===== config.mk =====
export PLATFORM = sky130hd
export DESIGN_NAME = fir_tap_sequencer
export DESIGN_NICKNAME = d
export VERILOG_FILES = /design/src/rtl/fir_tap_sequencer.sv
export SDC_FILE = /design/constraint.sdc
export NUM_CORES = 1
export LEC_CHECK = 0
export CORE_UTILIZATION = 50
export CTS_BUF_LIST = sky130_fd_sc_hd__clkbuf_4
export CTS_CLUSTER_DIAMETER = 40
export DETAILED_ROUTE_END_ITERATION = 6
export GPL_TIMING_DRIVEN = 0
export PLACE_DENSITY = 0.72
export SLEW_MARGIN = 10
export SYNTH_ARGS = -nofsm -noshare
export SYNTH_HDL_FRONTEND = slang
export SYNTH_SLANG_ARGS = --single-unit

===== constraint.sdc =====
create_clock -name clk -period 7.4 [get_ports clk]
set_clock_uncertainty 0.05 [all_clocks]
set_input_delay 0.74 -clock clk [delete_from_list [all_inputs] [get_ports clk]]
set_output_delay 0.74 -clock clk [all_outputs]
set_load 0.01 [all_outputs]

===== src/rtl/fir_tap_sequencer.sv =====
// Five-tap shift-and-add FIR with one shared approximate adder, stepped once per tap.
// A sample is accepted in IDLE, summed over five ACC cycles, then held in DONE until the consumer takes it.
module fir_tap_sequencer #(
    parameter int WIDTH = 16,
    parameter int K     = 6
) (
    input  logic             clk,
    input  logic             rst,
    input  logic             in_valid,
    output logic             in_ready,
    input  logic [WIDTH-1:0] x,
    output logic             out_valid,
    input  logic             out_ready,
    output logic [WIDTH-1:0] dataout,
    output logic             busy
);

    typedef enum logic [1:0] {
        IDLE = 2'd0,
        ACC  = 2'd1,
        DONE = 2'd2
    } state_t;

    state_t           state;
    state_t           state_next;
    logic [WIDTH-1:0] d0, d1, d2, d3, d4;
    logic [WIDTH-1:0] acc;
    logic [WIDTH-1:0] tap_op;
    logic [WIDTH-1:0] sum;
    logic [2:0]       idx;
    logic             accept;
    logic             last_tap;

    // The lowest K bit positions forward only their generate, so no carry ripples through them.
    function automatic logic [WIDTH-1:0] approx_add(input logic [WIDTH-1:0] a,
                                                     input logic [WIDTH-1:0] b);
        logic [WIDTH-1:0] s;
        logic             c;
        logic             p;
        logic             g;
        s = {WIDTH{1'b0}};
        c = 1'b0;
        for (int i = 0; i < WIDTH; i++) begin
            p    = a[i] ^ b[i];
            g    = a[i] & b[i];
            s[i] = p ^ c;
            if (i < K) begin
                c = g;
            end else begin
                c = g | (p & c);
            end
        end
        return s;
    endfunction

    assign accept   = in_valid && (state == IDLE);
    assign last_tap = (state == ACC) && (idx == 3'd4);
    assign sum      = approx_add(acc, tap_op);

    // Tap operand select: older samples get smaller shifts.
    always_comb begin
        tap_op = {WIDTH{1'b0}};
        case (idx)
            3'd0:    tap_op = d0 >> 3'd5;
            3'd1:    tap_op = d1 >> 3'd4;
            3'd2:    tap_op = d2 >> 3'd3;
            3'd3:    tap_op = d3 >> 3'd2;
            3'd4:    tap_op = d4 >> 3'd1;
            default: tap_op = {WIDTH{1'b0}};
        endcase
    end

    // Next-state decode for the IDLE/ACC/DONE sequencer.
    always_comb begin
        state_next = state;
        case (state)
            IDLE: begin
                if (accept) begin
                    state_next = ACC;
                end else begin
                    state_next = IDLE;
                end
            end
            ACC: begin
                if (last_tap) begin
                    state_next = DONE;
                end else begin
                    state_next = ACC;
                end
            end
            DONE: begin
                if (out_ready) begin
                    state_next = IDLE;
                end else begin
                    state_next = DONE;
                end
            end
            default: state_next = IDLE;
        endcase
    end

    // State register with status flags registered from the next state.
    always_ff @(posedge clk or posedge rst) begin
        if (rst) begin
            state     <= IDLE;
            in_ready  <= 1'b1;
            out_valid <= 1'b0;
            busy      <= 1'b0;
        end else begin
            state     <= state_next;
            in_ready  <= (state_next == IDLE);
            out_valid <= (state_next == DONE);
            busy      <= (state_next != IDLE);
        end
    end

    // Delay line, accumulator and result register; dataout only moves on the final tap.
    always_ff @(posedge clk or posedge rst) begin
        if (rst) begin
            d0      <= {WIDTH{1'b0}};
            d1      <= {WIDTH{1'b0}};
            d2      <= {WIDTH{1'b0}};
            d3      <= {WIDTH{1'b0}};
            d4      <= {WIDTH{1'b0}};
            acc     <= {WIDTH{1'b0}};
            idx     <= 3'd0;
            dataout <= {WIDTH{1'b0}};
        end else if (accept) begin
            d0  <= x;
            d1  <= d0;
            d2  <= d1;
            d3  <= d2;
            d4  <= d3;
            acc <= {WIDTH{1'b0}};
            idx <= 3'd0;
        end else if (state == ACC) begin
            acc <= sum;
            idx <= idx + 3'd1;
            if (last_tap) begin
                dataout <= sum;
            end
        end
    end

endmodule


==> out/qor.yml, run 1 <==
cts:
  cts_resized: 0
  cts_sinks: 115
  post_cts_buffers: 0
  clk_pin_slew_ns: 0.11
  clock_latency_ns: 0.51
  cts.path.max_buffers: 2
  ctsHoldBuffers: 0
  cts_made_buffers: 17
  cts_tree: "built"
  cts_root_buffer: "clkbuf_4"
  h-tree-depth: 4
setup_path:
  crit_type: "register to register"
  worst_r2r_path_depth: 19
  required_ns: 7.75
  critPathArrivalTime_ns: 6.74
  start_kind: "register"
  r2r_slack_ns: 1.01
  end_kind: "register"
  crit_fanout: 10
synth:
  netlist.area_leader.share: 0.560
  netlist_area_mm2: 0.00509
  syn_nets: 430
  synth.area.top_cells: "dfrtp_1 56%, mux2_1 8.6%, mux2_2 8.4%, o21ai_0 3.6%, fa_1 3.5%"
  synthDistinctLibCells: 31
  synth_top_cell_by_area: "dfrtp_1"
  syn_inst: 390
  avgSynthCellArea_um2: 13.1
  yosys_warnings: 0
  ys_seq_area_frac: 0.565
  ys_ff_latch: 115
timing:
  hold_viol: 0
  period_share: 0.863
  rsz0062_at_grt: "no"
  setup_viol: 0
  fmax_mhz: 157
  fin_crit_ns: 6.39
  slew_headroom: 0.615
  tightest_slew_ns: 0.577
  worst_hold_slack_ns: 0.434
  worst_slack_ns: 1.01
  fin_setup_tns_ns: 0
  maxSlewViolCount: 0
route:
  wire_per_inst_um: 16.8
  vias: 3218
  first_pass_iters: 4
  routed_wl_mm: 9.96
  drcViolationCount: 0
  routed_via_density: 5.43
  drt_iter0_drc: 238
  antenna_left: 0
run:
  cap_violations: 0
min_path:
  hold_path_class: "register to register"
  min_path_cells: 2
cells_and_area:
  multi_input_area_mm2: 0.00203
  finalNonFillerCells: 593
  diodes: 0
  syn_to_final_growth_pct: 15.8
  area.sequential_mm2: 0.00288
  num-fill-cells: 857
  drive_gt1_frac: 0.189
  fin_util: 0.601
  num-nets-final: 487
  fin_area_mm2: 0.00590
floorplan:
  io_pins: 39
  fp-row-count: 36
  die_w_um: 103
  die-area_mm2: 0.0106
  core_mm2: 0.00982
  die_y_um: 103
  start_util: 0.519
place:
  place_hpwl_mm: 7.06
  dpl.cell_count: 561
  place_congestion: 0.776
  io_buffers: 37
  place_ws_ns: 1.02
  detailed_place.area_mm2: 0.00566
grt:
  overflow: 0
  grt_pass1_wl_mm: 17.0
  antenna_found_initial: 0
  grt.total_usage: 0.218
  grtUsageMet1: 0.297
  first_global_vias: 3368
  met2_usage: 0.338
  busiest_layer: "met2"
  grt_max_degree: 59
  use_met3: 0.0508
pwr:
  total_power_mw: 2.62
  irDropWorstVdd_v: 0.000193
  powerDensity_mw_per_mm2: 444
  p_leak_nw: 2.54
outcome:
  status: "completed"
## power breakdown
group	internal, mW	total, mW	leakage, nW	switching, mW
logic	0.552	1.10	1.00	0.544
clock network	0.134	0.390	0.121	0.257
registers	0.932	1.13	1.41	0.202
total	1.62	2.62	2.54	1.00
## final cells by class
cell class | instances | share of cell area
buffer | 21 | 0.0223
clock buffer | 17 | 0.0216
clock inverter | 15 | 0.0187
inverter | 14 | 0.00976
multi-input combinational | 240 | 0.344
sequential | 115 | 0.488
tap | 133 | 0.0282
timing repair buffer | 38 | 0.0674
## critical path, stage by stage, from the launching register on
cell	delay, ns
dfrtp_1	0.46
clkbuf_1	0.24
inv_1	0.24
ha_1	0.31
clkbuf_1	0.43
a222oi_1	0.20
a21oi_1	0.22
ha_1	0.17
inv_1	0.05
fa_1	0.37
fa_1	0.39
fa_1	0.40
fa_1	0.40
fa_1	0.39
fa_1	0.40
fa_1	0.40
fa_1	0.37
inv_1	0.08
fa_1	0.43
mux2_2	0.27
## layout by cell type (no fill, tap or decap)
master and instances:
clkinv_4 3, nor3_1 1, buf_6 5, nor2_1 2
mux2_1 39, o21ai_0 37, mux2_2 38, clkbuf_4 17
buf_2 3, nand2_1 42, a21oi_1 8, and3_1 1
clkdlybuf4s50_1 37, nor3b_2 1, clkinv_2 4, inv_1 13
o21ba_2 1, a22oi_1 4, clkbuf_1 10, nand4b_1 1
clkinvlp_4 5, a22o_1 16, dfrtp_1 114, ha_1 11
or2_2 1, dfstp_2 1, a222oi_1 8, nor3b_1 1
fa_1 9, inv_6 4, and2_1 2, o21bai_1 3
buf_4 3, xnor2_1 6, nor2b_1 3, buf_16 1
o2bb2ai_1 4, nand2b_1 1
## sequential cells by signal, summed over array words and instances, names as in the netlist
register / count
acc: 16
dataout: 16
d0: 15
d1: 15
d2: 15
d3: 15
d4: 15
idx: 3
state: 2
busy: 1
in_ready: 1
out_valid: 1
## layer usage
layer,up-vias,wire length [um]
li1,1505,-
met1,1617,4760
met2,86,4680
met3,10,395
met4,0,119
met5,-,0
## cells in the mapped netlist (all sizes together)
cell type,count
nor3b,2
fa,9
dfstp,1
nand2b,1
o21ai,37
ha,11
nand4b,1
a21oi,8
nor3,1
dfrtp,114
and3,1
or2,1
clkbuf,10
xnor2,6
o21bai,3
and2,2
o2bb2ai,4
a22oi,4
buf,11
a222oi,8
nand2,42
inv,14
nor2,2
mux2,77
o21ba,1
a22o,16
nor2b,3
## cell families (layout without fill, tap and decap cells)
kind of cell,count (synthesis),count (layout),synth area share
buf+inv,35,105,0.0361
simple gates,56,56,0.0489
compound gates,81,81,0.107
xor+xnor,6,6,0.0103
flops,115,115,0.565
fa+ha+maj,20,20,0.0624
mux,77,77,0.170
## final timing paths
kind	end	startpoint
worst max-delay path	dataout[14]	idx[2]
worst max register to register	dataout[14]	idx[2]
min in group asynchronous	dataout[2]	rst
max in group asynchronous	d4[9]	rst
worst min register to register	dataout[4]	dataout[4]
worst min-delay path	dataout[4]	dataout[4]
No activity file was read; power rests on OpenSTA's default activity.
==> run 2: changes to the inputs <==
--- a/config.mk
+++ b/config.mk
@@ -6,7 +6,7 @@
 export NUM_CORES = 1
 export LEC_CHECK = 0
 export CORE_UTILIZATION = 50
-export CTS_BUF_LIST = sky130_fd_sc_hd__clkbuf_4
+export CTS_BUF_LIST = sky130_fd_sc_hd__clkbuf_16
 export CTS_CLUSTER_DIAMETER = 40
 export DETAILED_ROUTE_END_ITERATION = 6
 export GPL_TIMING_DRIVEN = 0
==> run 2 against run 1 <==
Cell area up 5.0%. Non-clock buffer count stayed put. Core utilization up 3.0 points. Power up 14%. Clock-buffer cell count did not move. Register-to-register slack got worse by 0.09 ns. Combinational power is essentially flat. Setup slack got worse by 0.086 ns. Flip-flop and latch count unchanged. Hold slack worse by 0.011 ns. Global-route usage grew 0.39 points. Largest cell class unchanged.
==> out/qor.yml, run 2 (synthesized netlist as in run 1, its figures left out) <==
setup_path:
  critPathArrivalTime_ns: 6.71  # was 6.74 ns
  worst_r2r_path_depth: 19  # unchanged
  worst_path_max_delay_cell: "dfrtp_1"  # unchanged
  r2r_slack_ns: 0.93  # was 1.01 ns
  required_ns: 7.64  # was 7.75 ns
  end_kind: "register"  # unchanged
  crit_family: "adder cells"  # unchanged
  start_kind: "register"  # unchanged
  reg2reg_to: "dataout[14]"  # unchanged
  crit_fanout: 10  # unchanged
  crit_chain: "clkbuf_1 -> inv_1 -> ha_1 -> clkbuf_1 -> a222oi_1 -> a21oi_1 -> ha_1 -> inv_1 -> fa_1 -> fa_1 -> fa_1 -> fa_1 -> fa_1 -> fa_1 -> fa_1 -> fa_1 -> inv_1 -> fa_1 -> mux2_2"  # unchanged
  critPathMaxStageDelay_ns: 0.45  # was 0.46 ns
  crit_path_frequent_cell: "fa_1"  # unchanged
  crit_type: "register to register"  # unchanged
  r2r_start: "idx[2]"  # unchanged
  path_buf_inv: 5  # unchanged
route:
  antenna_left: 0  # unchanged
  routed_wl_mm: 10.2  # was 9.96 mm
  first_pass_iters: 4  # unchanged
  wire_per_inst_um: 17.2  # was 16.8 um
  drt_iter0_drc: 227  # was 238
  vias: 3254  # was 3218
  routed_via_density: 5.49  # was 5.43
  drcViolationCount: 0  # unchanged
floorplan:
  core_mm2: 0.00982  # unchanged
  start_util: 0.519  # unchanged
  fp-row-count: 36  # unchanged
  die_w_um: 103  # unchanged
  die_y_um: 103  # unchanged
  die-area_mm2: 0.0106  # unchanged
  io_pins: 39  # unchanged
grt:
  grt.total_usage: 0.222  # was 0.218
  grt_max_degree: 59  # unchanged
  first_global_vias: 3397  # was 3368
  antenna_found_initial: 0  # unchanged
  overflow: 0  # unchanged
  grt_pass1_wl_mm: 17.4  # was 17.0 mm
cts:
  cts_resized: 0  # unchanged
  cts_made_buffers: 17  # unchanged
  cts_sinks: 115  # unchanged
  cts_tree: "built"  # unchanged
  clock_latency_ns: 0.41  # was 0.51 ns
  clk_pin_slew_ns: 0.06  # was 0.11 ns
  cts_root_buffer: "clkbuf_16"  # was clkbuf_4
  h-tree-depth: 4  # unchanged
  cts.path.max_buffers: 2  # unchanged
  post_cts_buffers: 0  # unchanged
  ctsHoldBuffers: 0  # unchanged
pwr:
  seq_power_share: 0.384  # was 0.433
  irDropWorstVdd_v: 0.000196  # was 0.000193 V
  comb_power_share: 0.371  # was 0.418
  p_leak_nw: 2.67  # was 2.54 nW
  powerDensity_mw_per_mm2: 481  # was 444 mW/mm^2
  p_switching_mw: 1.06  # was 1.00 mW
  p_int_mw: 1.92  # was 1.62 mW
  p_clk_frac: 0.245  # was 0.149
  p_sw_frac: 0.356  # was 0.383
outcome:
  status: "completed"  # unchanged
cells_and_area:
  area.sequential_mm2: 0.00288  # unchanged
  reg.largest.list: "acc (16), dataout (16)"  # unchanged
  diodes: 0  # unchanged
  multi_input_area_mm2: 0.00203  # unchanged
  layout_common_cells: "114 x dfrtp_1, 42 x nand2_1, 39 x mux2_1, 38 x mux2_2"  # unchanged
  drive_gt1_frac: 0.189  # unchanged
  syn_to_final_growth_pct: 21.7  # was 15.8%
  fin_area_mm2: 0.00620  # was 0.00590 mm^2
  layout_commonest_cell: "dfrtp_1"  # unchanged
  fin_util: 0.631  # was 0.601
  num-fill-cells: 812  # was 857
  num-nets-final: 487  # unchanged
timing:
  fmax_mhz: 154  # was 157 MHz
  period_share: 0.875  # was 0.863
  fin_setup_tns_ns: 0  # unchanged
  worst_slack_ns: 0.926  # was 1.01 ns
  fin_crit_ns: 6.47  # was 6.39 ns
  slew_headroom: 0.619  # was 0.615
  worst_hold_slack_ns: 0.423  # was 0.434 ns
  hold_viol: 0  # unchanged
  tightest_slew_ns: 0.572  # was 0.577 ns
  rsz0062_at_grt: "no"  # unchanged
  setup_viol: 0  # unchanged
  maxSlewViolCount: 0  # unchanged
run:
  cap_violations: 0  # unchanged
place:
  place_hpwl_mm: 7.06  # unchanged
  detailed_place.area_mm2: 0.00566  # unchanged
  place_ws_ns: 1.02  # unchanged
  place_congestion: 0.776  # unchanged
  io_buffers: 37  # unchanged
min_path:
  hold_start: "dataout[4]"  # unchanged
  min_path_cells: 2  # unchanged
  worstHoldEndpoint: "dataout[4]"  # unchanged
  hold_path_class: "register to register"  # unchanged
run 2: changes by cell type in the layout (fill, tap and decap cells not counted):
cell / before / now
clkbuf_16: 0 / 17
clkbuf_4: 17 / 0
run 2: tightest hold or removal path, delay by kind of cell (launching register included):
family           cells  cell delay, ns
AO/OA/AOI/OAI        1            0.06
flip-flops           1            0.33
AND/OR/NAND/NOR      1            0.05
run 2: per-stage QoR:
step,cells,power [mW]
3_3_place_gp,560,2.19
3_5_place_dp,561,2.25
4_1_cts,593,3.00
2_1_floorplan,390,1.88
6_report,593,2.98
5_1_grt,593,3.19
run 2: power groups by stage:
| stage | sequential (mW) | clock [mW] | combinational (mW) |
|---|---|---|---|
| global route | 1.18 | 0.770 | 1.24 |
| detailed placement | 1.15 | 0 | 1.10 |
| finish | 1.14 | 0.731 | 1.10 |
| floorplan | 1.10 | 0 | 0.783 |
| global placement | 1.13 | 0 | 1.06 |
| CTS | 1.14 | 0.739 | 1.12 |
run 2: cell type report:
| type | count | share of cell area |
|---|---|---|
| flip-flops and latches | 115 | 0.465 |
| multi-input cells | 240 | 0.327 |
| clock buffers | 17 | 0.0686 |
| repair buffers | 38 | 0.0642 |
| well taps | 133 | 0.0269 |
| plain buffers | 21 | 0.0212 |
| clock inverters | 15 | 0.0178 |
| inverters | 14 | 0.00929 |
run 2: how the worst max path moves through the flow:
| stage | from | endpoint | slack, ns | cells after the start |
|---|---|---|---|---|
| global route | idx[2] | dataout[14] | 0.64 | 19 |
| CTS | idx[2] | dataout[14] | 0.97 | 19 |
| floorplan | idx[2] | dataout[14] | 1.73 | 19 |
| global placement | idx[2] | dataout[14] | 1.06 | 19 |
| detailed placement | idx[2] | dataout[14] | 1.02 | 19 |
| finish | idx[2] | dataout[14] | 0.93 | 19 |
run 2: layer usage:
layer | part of all wire | routed length (um) | track usage | vias to the layer above
met5 | 0 | 0 | 0 | -
met4 | 0.017 | 170 | 0.102 | 0
met2 | 0.48 | 4890 | 0.348 | 98
met3 | 0.047 | 480 | 0.0502 | 14
met1 | 0.46 | 4670 | 0.297 | 1636
li1 | - | - | - | 1506
